==> src/rtl/player_input_pkg.sv <==
// Shared types and defaults for the two-player button front end.
// Holds the per-key debounce FSM encoding and the default debounce length.
package player_input_pkg;

  localparam int DEBOUNCE_CYCLES_DEF = 4;

  typedef enum logic [1:0] {
    KEY_IDLE         = 2'd0,
    KEY_PRESS_WAIT   = 2'd1,
    KEY_HELD         = 2'd2,
    KEY_RELEASE_WAIT = 2'd3
  } key_state_t;

endpackage

==> src/rtl/player_input_if.sv <==
// Button/enable inputs and press-pulse outputs of the player input block.
// master drives keys and enable, slave (the block) drives the pulses.
interface player_input_if;
  logic key_l;
  logic key_r;
  logic enable;
  logic L;
  logic R;

  modport master (output key_l, output key_r, output enable, input L, input R);
  modport slave  (input key_l, input key_r, input enable, output L, output R);
endinterface

==> src/rtl/key_conditioner.sv <==
// One key: 2-flop synchronizer, debounce FSM with counter, registered press pulse.
// Pulse is high the cycle after PRESS_WAIT->HELD, only if en was 1 at that edge.
module key_conditioner
  import player_input_pkg::*;
#(
  parameter int DEBOUNCE_CYCLES = DEBOUNCE_CYCLES_DEF
) (
  input  logic clk,
  input  logic reset,
  input  logic key,
  input  logic en,
  output logic pulse
);

  localparam int CW = $clog2(DEBOUNCE_CYCLES + 1);
  localparam logic [CW-1:0] LAST = CW'(DEBOUNCE_CYCLES - 1);

  logic          sync1;
  logic          s;
  key_state_t    state;
  logic [CW-1:0] cnt;

  always_ff @(posedge clk or negedge reset) begin
    if (!reset) begin
      sync1 <= 1'b0;
      s     <= 1'b0;
    end else begin
      sync1 <= key;
      s     <= sync1;
    end
  end

  // cnt is cleared on every exit from a wait state, so it never exceeds LAST.
  always_ff @(posedge clk or negedge reset) begin
    if (!reset) begin
      state <= KEY_IDLE;
      cnt   <= '0;
      pulse <= 1'b0;
    end else begin
      pulse <= 1'b0;
      case (state)
        KEY_IDLE: begin
          if (s) begin
            state <= KEY_PRESS_WAIT;
            cnt   <= '0;
          end
        end
        KEY_PRESS_WAIT: begin
          if (!s) begin
            state <= KEY_IDLE;
            cnt   <= '0;
          end else if (cnt == LAST) begin
            state <= KEY_HELD;
            cnt   <= '0;
            pulse <= en;
          end else begin
            cnt <= cnt + CW'(1);
          end
        end
        KEY_HELD: begin
          if (!s) begin
            state <= KEY_RELEASE_WAIT;
            cnt   <= '0;
          end
        end
        KEY_RELEASE_WAIT: begin
          if (s) begin
            state <= KEY_HELD;
            cnt   <= '0;
          end else if (cnt == LAST) begin
            state <= KEY_IDLE;
            cnt   <= '0;
          end else begin
            cnt <= cnt + CW'(1);
          end
        end
        default: begin
          state <= KEY_IDLE;
          cnt   <= '0;
        end
      endcase
    end
  end

endmodule

==> src/rtl/player_input.sv <==
// Left/right player buttons to one-cycle press pulses; each key debounced independently.
// Enable is sampled at the accept edge, so a press finished while disabled is swallowed.
module player_input
  import player_input_pkg::*;
#(
  parameter int DEBOUNCE_CYCLES = DEBOUNCE_CYCLES_DEF
) (
  input  logic     clk,
  input  logic     reset,
  player_input_if.slave pi
);

  key_conditioner #(.DEBOUNCE_CYCLES(DEBOUNCE_CYCLES)) u_key_l (
    .clk   (clk),
    .reset (reset),
    .key   (pi.key_l),
    .en    (pi.enable),
    .pulse (pi.L)
  );

  key_conditioner #(.DEBOUNCE_CYCLES(DEBOUNCE_CYCLES)) u_key_r (
    .clk   (clk),
    .reset (reset),
    .key   (pi.key_r),
    .en    (pi.enable),
    .pulse (pi.R)
  );

endmodule

==> src/flat_wrapper.sv <==
// flat-port wrapper written by rule: the top's interface ports become plain ports
module player_input_flat import player_input_pkg::*;
#(
  parameter int DEBOUNCE_CYCLES = DEBOUNCE_CYCLES_DEF
)
  (clk, reset, pi_key_l, pi_key_r, pi_enable, pi_L, pi_R);
  player_input_if pi_i ();
  input  logic clk;
  input  logic reset;
  input wire logic [$bits(pi_i.key_l)-1:0] pi_key_l;
  input wire logic [$bits(pi_i.key_r)-1:0] pi_key_r;
  input wire logic [$bits(pi_i.enable)-1:0] pi_enable;
  output wire logic [$bits(pi_i.L)-1:0] pi_L;
  output wire logic [$bits(pi_i.R)-1:0] pi_R;
  assign pi_i.key_l = pi_key_l;
  assign pi_i.key_r = pi_key_r;
  assign pi_i.enable = pi_enable;
  assign pi_L = pi_i.L;
  assign pi_R = pi_i.R;
  player_input #(.DEBOUNCE_CYCLES(DEBOUNCE_CYCLES)) u_core (.clk(clk), .reset(reset), .pi(pi_i));
endmodule
==> config.mk <==
export PLATFORM = sky130hd
export DESIGN_NAME = player_input_flat
export DESIGN_NICKNAME = d
export VERILOG_FILES = /design/src/rtl/player_input_pkg.sv /design/src/rtl/player_input_if.sv /design/src/rtl/key_conditioner.sv /design/src/rtl/player_input.sv /design/src/flat_wrapper.sv
export SDC_FILE = /design/constraint.sdc
export NUM_CORES = 1
export LEC_CHECK = 0
export CAP_MARGIN = 15
export CORE_UTILIZATION = 31
export CTS_CLUSTER_DIAMETER = 60
export DETAILED_ROUTE_END_ITERATION = 6
export PLACE_DENSITY_LB_ADDON = 0.05
export SKIP_LAST_GASP = 1
export SLEW_MARGIN = 20
export SYNTH_ARGS = -nofsm -noshare
export SYNTH_HDL_FRONTEND = slang
export SYNTH_SLANG_ARGS = --single-unit
==> constraint.sdc <==
create_clock -name clk -period 2 [get_ports clk]
set_clock_uncertainty 0.1 [all_clocks]
set_input_delay 0.5 -clock clk [delete_from_list [all_inputs] [get_ports clk]]
set_output_delay 0.5 -clock clk [all_outputs]
set_load 0.01 [all_outputs]
==> flow_metrics.env, run 1 <==
export IMPL_final_max_slew_viol_count=0
export IMPL_yosys_area_top_type_share=0.6387
export IMPL_postCtsSetupBuffers=0
export IMPL_floorplan_die_area_um2=2206
export IMPL_antenna_cells=0
export IMPL_drtIter0Drc=5
export IMPL_cpMaxStageDelayCell="sky130_fd_sc_hd__clkdlybuf4s50_1"
export IMPL_timing_critical_path_cells="clkdlybuf4s50_1"
export IMPL_first_global_vias=392
export IMPL_worstSetupEndpointType="output pin"
export IMPL_vias=391
export IMPL_io_buffer_count=6
export IMPL_initial_utilization=0.3479
export IMPL_critPathKind="flop to output pin"
export IMPL_final_setup_margin_ns=0.2638
export IMPL_power_ir_vdd_worst_mv=0.4186
export IMPL_maxCapViolations=0
export IMPL_fin_crit_ns=1.736
export IMPL_gr_total_overflow=0
export IMPL_finalSetupViolations=0
export IMPL_reg2reg_depth=4
export IMPL_global_route_usage_total=0.1031
export IMPL_place_gp_congestion=0.6378
export IMPL_postSynthRegisterBits=16
export IMPL_timing_hold_worst_start="u_core.u_key_l.sync1$_DFF_PN0_"
export IMPL_routed_wirelength_um=976
export IMPL_synth_largest_area_cell="sky130_fd_sc_hd__dfrtp_1"
export IMPL_global_route_wire_length_before_repair_um=1511
export IMPL_power_density_nw_per_um2=1092
export IMPL_dr_pass1_iters=4
export IMPL_clock_sinks=16
export IMPL_timing_setup_tns_ns=0
export IMPL_critPathRequiredTime_ns=1.40
export IMPL_worst_hold_path_num_cells=0
export IMPL_critical_path_top_delay_family="buffers and inverters"
export IMPL_share_of_the_cycle_needed_by_the_critical_path_after_routing=0.8681
export IMPL_power_static_leakage_nw=0.3342
export IMPL_synth_area_top_cells="sky130_fd_sc_hd__dfrtp_1 (64%), sky130_fd_sc_hd__nand3b_1 (4.8%), sky130_fd_sc_hd__ha_1 (4.0%), sky130_fd_sc_hd__nand2b_1 (4.0%), sky130_fd_sc_hd__mux2_2 (3.6%)"
export IMPL_mappedNetlistNets=57
export IMPL_core_area_um2=1802
export IMPL_drive_gt1_frac=0.1311
export IMPL_floorplan_die_width_um=46.97
export IMPL_cts_buffer_depth=2
export IMPL_timing_critical_path_fanout_max=1
export IMPL_grt_setup_unrepaired="false"
export IMPL_syn_inst=50
export IMPL_timing_rr_start="u_core.u_key_r.cnt[0]$_DFFE_PN0P_"
export IMPL_io_pins=7
export IMPL_crit_arrival_ns=1.14
export IMPL_fin_nets=69
export IMPL_syn_cell_area_um2=626.9
export IMPL_area_growth_synth_to_final_pct=21.56
export IMPL_clkTransAtPathRegs_ns=0.09
export IMPL_outcome="finished, final reports clean"
export IMPL_cpPeakStageDelay_ns=0.53
export IMPL_clock_latency_ns=0.27
export IMPL_worst_slew_pin_transition_ns=0.4507
export IMPL_yosysUniqueCellTypes=18
export IMPL_hold_viol=0
export IMPL_preCtsSetupSlack_ns=0.5147
export IMPL_synth_seq_area_share=0.6387
export IMPL_timing_fmax_mhz=576.0
export IMPL_grt_start_max_net_pins=17
export IMPL_cts_root_buffer_cell="sky130_fd_sc_hd__clkbuf_4"
export IMPL_fp_row_count=15
export IMPL_cts_buffers_inserted=3
export IMPL_cts_htree_levels=1
export IMPL_antenna_found_initial=0
export IMPL_tritoncts="built"
export IMPL_detail_route_wl_per_cell_um=11.35
export IMPL_antenna_left=0
export IMPL_drt_drc_violations_left=0
export IMPL_holdBufCountCts=0
export IMPL_floorplan_die_height_um=46.97
export IMPL_r2r_setup_slack_ns=0.51
export IMPL_slew_headroom=0.6974
export IMPL_min_to="u_core.u_key_l.s$_DFF_PN0_"
export IMPL_setup_worst_path_start_class="flop"
export IMPL_yosysWarnings=0
export IMPL_cts_repair_resized=0
export IMPL_synth_area_per_cell_um2=12.54
export IMPL_holdCritPathClass="flop to flop"
export IMPL_via_cell_ratio=4.547
export IMPL_crit_buf_inv=1
worst max-delay path by stage:
stage,start,cells after the start,slack [ns],end
after floorplan,u_core.u_key_r.cnt[0]$_DFFE_PN0P_,4,0.62,flop
after global placement,u_core.u_key_l.pulse$_DFF_PN0_,1,0.57,pi_L
after detailed placement,u_core.u_key_r.cnt[0]$_DFFE_PN0P_,4,0.51,flop
after CTS,u_core.u_key_l.pulse$_DFF_PN0_,1,0.26,pi_L
after global routing,u_core.u_key_r.pulse$_DFF_PN0_,1,0.22,pi_R
final,u_core.u_key_l.pulse$_DFF_PN0_,1,0.26,pi_L
layout by cell type, fill, tap and decap left out, drive strengths merged:
master	netlist	final
dfrtp	16	16
nand2	6	6
clkdlybuf4s50	0	6
nand3b	4	4
nand2b	4	4
o21ai	4	4
clkbuf	0	4
nor3	2	2
mux2	2	2
ha	2	2
and2b	1	1
xnor2	1	1
o31ai	1	1
or2	1	1
xor2	1	1
nand3	1	1
a21oi	1	1
nand4b	1	1
and2	1	1
o22ai	1	1
buf	0	1
cell usage after synthesis, drive strengths merged:
cell / instances
mux2: 2
nand2b: 4
nand2: 6
o21ai: 4
ha: 2
nand3b: 4
nor3: 2
a21oi: 1
xor2: 1
xnor2: 1
dfrtp: 16
o22ai: 1
nand4b: 1
o31ai: 1
or2: 1
nand3: 1
and2b: 1
and2: 1
power breakdown:
group	internal [mW]	total, mW	leakage (nW)	switching (mW)
logic	0.0916	0.173	0.108	0.0813
clock network	0.110	0.203	0.0210	0.0921
registers	0.391	0.457	0.205	0.0662
metal layers:
metal,vias up,part of all wire,global-route usage
met3,0,0.024,0.03462
met2,5,0.51,0.1750
met5,-,0,0
li1,198,-,-
met4,0,0,0.05143
met1,188,0.47,0.1155
through the flow:
step           total power, mW  area, um^2  hold slack (ns)  utilization  cells
2_1_floorplan           0.5748       626.9           0.1044            -     50
3_3_place_gp            0.6042       725.7           0.2398       0.4028     82
3_5_place_dp            0.6359       725.7           0.2510       0.4028     82
4_1_cts                 0.8396       762.0           0.2721       0.4229     86
5_1_grt                 0.8895       762.0           0.2743       0.4229     86
6_report                0.8322       762.0           0.2666       0.4229     86
final cells by class:
class / count / area, um^2
sequential: 16 / 400.4
multi-input combinational: 34 / 226.5
tap: 25 / 31.28
fill: 177 / 1040
timing repair buffer: 7 / 67.56
clock buffer: 4 / 36.28
worst register-to-register path: cells and delay by family, from the launching register on:
kind          cells  cell delay (ns)
simple gates      2             0.31
flops             1             0.41
fa+ha+maj         1             0.22
mux               1             0.34
cell families after synthesis:
group / synth area share
AO/OA/AOI/OAI: 0.06188
XOR/XNOR: 0.02795
adder cells (fa/ha/maj): 0.03991
flip-flops: 0.6387
multiplexers: 0.03593
AND/OR/NAND/NOR: 0.1956
Note: power is estimated with default switching activity, not from simulation.
==> inputs of run 2 (changes only) <==
--- a/config.mk
+++ b/config.mk
@@ -14,4 +14,5 @@
 export SLEW_MARGIN = 20
 export SYNTH_ARGS = -nofsm -noshare
 export SYNTH_HDL_FRONTEND = slang
+export SYNTH_HIERARCHICAL = 1
 export SYNTH_SLANG_ARGS = --single-unit
==> run 2 against run 1 <==
Compared with the run above:
- first-iteration DRC count is 60% lower
- non-clock buffer count stayed put
- wire length is 4.4% lower
- global-route usage is 0.38 points higher
- register-to-register slack better by 0.06 ns
- sequential power is 2% lower
- combinational power is 18% higher
- worst setup slack better by 0.0093 ns
- final cell count is 4.7% lower
- sequential cell count stayed put
- critical path type unchanged
- critical endpoint is now pi_R
- highest routed layer is now met4
==> flow_metrics.env, run 2 <==
export IMPL_outcome="finished, final reports clean"
export IMPL_clock_sinks=16
export IMPL_final_setup_margin_ns=0.2731
export IMPL_grt_setup_unrepaired="false"
export IMPL_multiInputGateArea_um2=230.2
export IMPL_global_route_usage_total=0.1068
export IMPL_core_area_um2=1821
export IMPL_timing_critical_path_cells="clkdlybuf4s50_1"
export IMPL_tritoncts="built"
export IMPL_place_gp_congestion=0.6868
export IMPL_holdBufCountCts=0
export IMPL_drtIter0Drc=2
export IMPL_postSynthRegisterBits=16
export IMPL_yosysUniqueCellTypes=14
export IMPL_final_cell_mix="sky130_fd_sc_hd__dfrtp_1 (16), sky130_fd_sc_hd__clkdlybuf4s50_1 (6), sky130_fd_sc_hd__nor2b_1 (4), sky130_fd_sc_hd__nand2_1 (4), sky130_fd_sc_hd__clkbuf_4 (3)"
export IMPL_antenna_cells=0
export IMPL_setup_worst_path_start_class="flop"
export IMPL_share_of_the_cycle_needed_by_the_critical_path_after_routing=0.8634
export IMPL_finish_utilization=0.4206
export IMPL_power_density_nw_per_um2=1125
export IMPL_worstSetupEndpointType="output pin"
export IMPL_postCtsSetupBuffers=0
export IMPL_crit_arrival_ns=1.13
export IMPL_slew_headroom=0.7677
export IMPL_floorplan_die_area_um2=2218
export IMPL_synth_area_per_cell_um2=13.71
export IMPL_routed_wirelength_um=933
export IMPL_initial_utilization=0.3464
export IMPL_cts_buffers_inserted=3
export IMPL_syn_inst=46
export IMPL_mappedNetlistNets=53
export IMPL_synth_area_top_cells="sky130_fd_sc_hd__dfrtp_1 (63%), sky130_fd_sc_hd__nor2b_4 (4.4%), sky130_fd_sc_hd__ha_1 (4.0%), sky130_fd_sc_hd__nor2b_1 (4.0%), sky130_fd_sc_hd__a32o_2 (3.6%)"
export IMPL_critPathKind="flop to output pin"
export IMPL_via_cell_ratio=4.488
export IMPL_first_global_vias=395
export IMPL_cts_htree_levels=1
export IMPL_drive_gt1_frac=0.1579
export IMPL_area_growth_synth_to_final_pct=21.43
export IMPL_holdCritPathClass="flop to flop"
export IMPL_timing_critical_path_fanout_max=1
export IMPL_synth_most_common_cell="sky130_fd_sc_hd__dfrtp_1"
export IMPL_drt_drc_violations_left=0
export IMPL_syn_cell_area_um2=630.6
export IMPL_clkTransAtPathRegs_ns=0.09
export IMPL_yosysWarnings=6
export IMPL_critPathRequiredTime_ns=1.40
export IMPL_final_max_slew_viol_count=0
export IMPL_layout_filler_cells=175
export IMPL_cpMaxStageDelayCell="sky130_fd_sc_hd__clkdlybuf4s50_1"
export IMPL_grt_start_max_net_pins=17
export IMPL_io_pins=7
export IMPL_detail_route_wl_per_cell_um=11.38
export IMPL_synth_seq_area_share=0.6349
export IMPL_cts_repair_resized=0
export IMPL_synth_common_cells="sky130_fd_sc_hd__dfrtp_1 (16), sky130_fd_sc_hd__nand2_1 (4), sky130_fd_sc_hd__nor2b_1 (4)"
export IMPL_cts_buffer_depth=2
export IMPL_fp_row_count=15
export IMPL_gr_total_overflow=0
export IMPL_finalSetupViolations=0
export IMPL_yosys_area_top_type_share=0.6349
export IMPL_preCtsSetupSlack_ns=0.5541
export IMPL_timing_setup_tns_ns=0
export IMPL_io_buffer_count=6
export IMPL_dp_hpwl_um=720.6
export IMPL_antenna_found_initial=0
export IMPL_worst_slew_pin_transition_ns=0.3460
export IMPL_mostFrequentLayoutCell="sky130_fd_sc_hd__dfrtp_1"
export IMPL_global_route_wire_length_before_repair_um=1573
export IMPL_antenna_left=0
export IMPL_floorplan_die_height_um=47.10
export IMPL_cpPeakStageDelay_ns=0.52
export IMPL_hold_viol=0
export IMPL_cts_root_buffer_cell="sky130_fd_sc_hd__clkbuf_4"
export IMPL_proportion_of_register_bits_with_asynchronous_set_or_reset_after_synthesis=1.000
export IMPL_dr_pass1_iters=4
export IMPL_regArea_um2=400.4
export IMPL_crit_buf_inv=1
export IMPL_finalHoldWorstSlack_ns=0.2595
export IMPL_synth_ff_type="sky130_fd_sc_hd__dfrtp_1"
export IMPL_fin_crit_ns=1.727
export IMPL_synth_largest_area_cell="sky130_fd_sc_hd__dfrtp_1"
export IMPL_power_static_leakage_nw=0.3613
export IMPL_power_ir_vdd_worst_mv=0.5939
export IMPL_critical_path_top_delay_family="buffers and inverters"
export IMPL_floorplan_die_width_um=47.10
export IMPL_maxCapViolations=0
export IMPL_clock_latency_ns=0.28
export IMPL_synth_edf_count=0
export IMPL_timing_fmax_mhz=579.1
export IMPL_vias=368
export IMPL_fin_nets=65
## run 2: worst paths after layout
| check | slack [ns] | end | startpoint | depth (start not counted) |
|---|---|---|---|---|
| setup / recovery | 0.27 | pi_R | u_core/u_key_r/pulse$_DFF_PN0_ | 1 |
| hold / removal | 0.26 | u_core/u_key_r/s$_DFF_PN0_ | u_core/u_key_r/sync1$_DFF_PN0_ | 0 |
| setup reg to reg | 0.57 | flop | u_core/u_key_l/cnt[0]$_DFFE_PN0P_ | 4 |
| hold reg to reg | 0.26 | u_core/u_key_r/s$_DFF_PN0_ | u_core/u_key_r/sync1$_DFF_PN0_ | 0 |
| max in group asynchronous | 1.20 | u_core/u_key_r/cnt[1]$_DFFE_PN0P_ | reset | 2 |
| min in group asynchronous | 0.43 | u_core/u_key_r/cnt[2]$_DFFE_PN0P_ | reset | 2 |
## run 2: report_power, final
group	total [mW]	internal, mW	switching, mW
clock network	0.206	0.111	0.0951
registers	0.450	0.385	0.0654
logic	0.205	0.116	0.0890
## run 2: layout make-up
class	instances	area share
tap	25	0.04085
timing repair buffer	7	0.08824
multi-input combinational	30	0.3007
clock buffer	4	0.04739
sequential	16	0.5229
## run 2: logic make-up (layout without fill, tap and decap cells)
| group | count (synthesis) | in the layout | share of synthesized area |
|---|---|---|---|
| fa+ha+maj | 2 | 2 | 0.03968 |
| xor+xnor | 2 | 2 | 0.02778 |
| buf+inv | 0 | 11 | 0 |
| compound gates | 8 | 8 | 0.1032 |
| mux | 2 | 2 | 0.03571 |
| simple gates | 16 | 16 | 0.1587 |
| flops | 16 | 16 | 0.6349 |
## run 2: layer usage
| layer | GRT usage | wire [um] | vias to the layer above |
|---|---|---|---|
| li1 | - | - | 183 |
| met3 | 0.02308 | 23 | 2 |
| met5 | 0 | 0 | - |
| met4 | 0.06857 | 4 | 0 |
| met1 | 0.1244 | 413 | 179 |
| met2 | 0.1778 | 492 | 4 |
## run 2: per-stage QoR
step	area (um^2)	std cells	power, mW
final	765.7	82	0.8613
after floorplan	630.6	46	0.6015
after CTS	765.7	82	0.8722
after detailed placement	729.5	78	0.6620
after global routing	765.7	82	0.9170
after global placement	729.5	78	0.6353
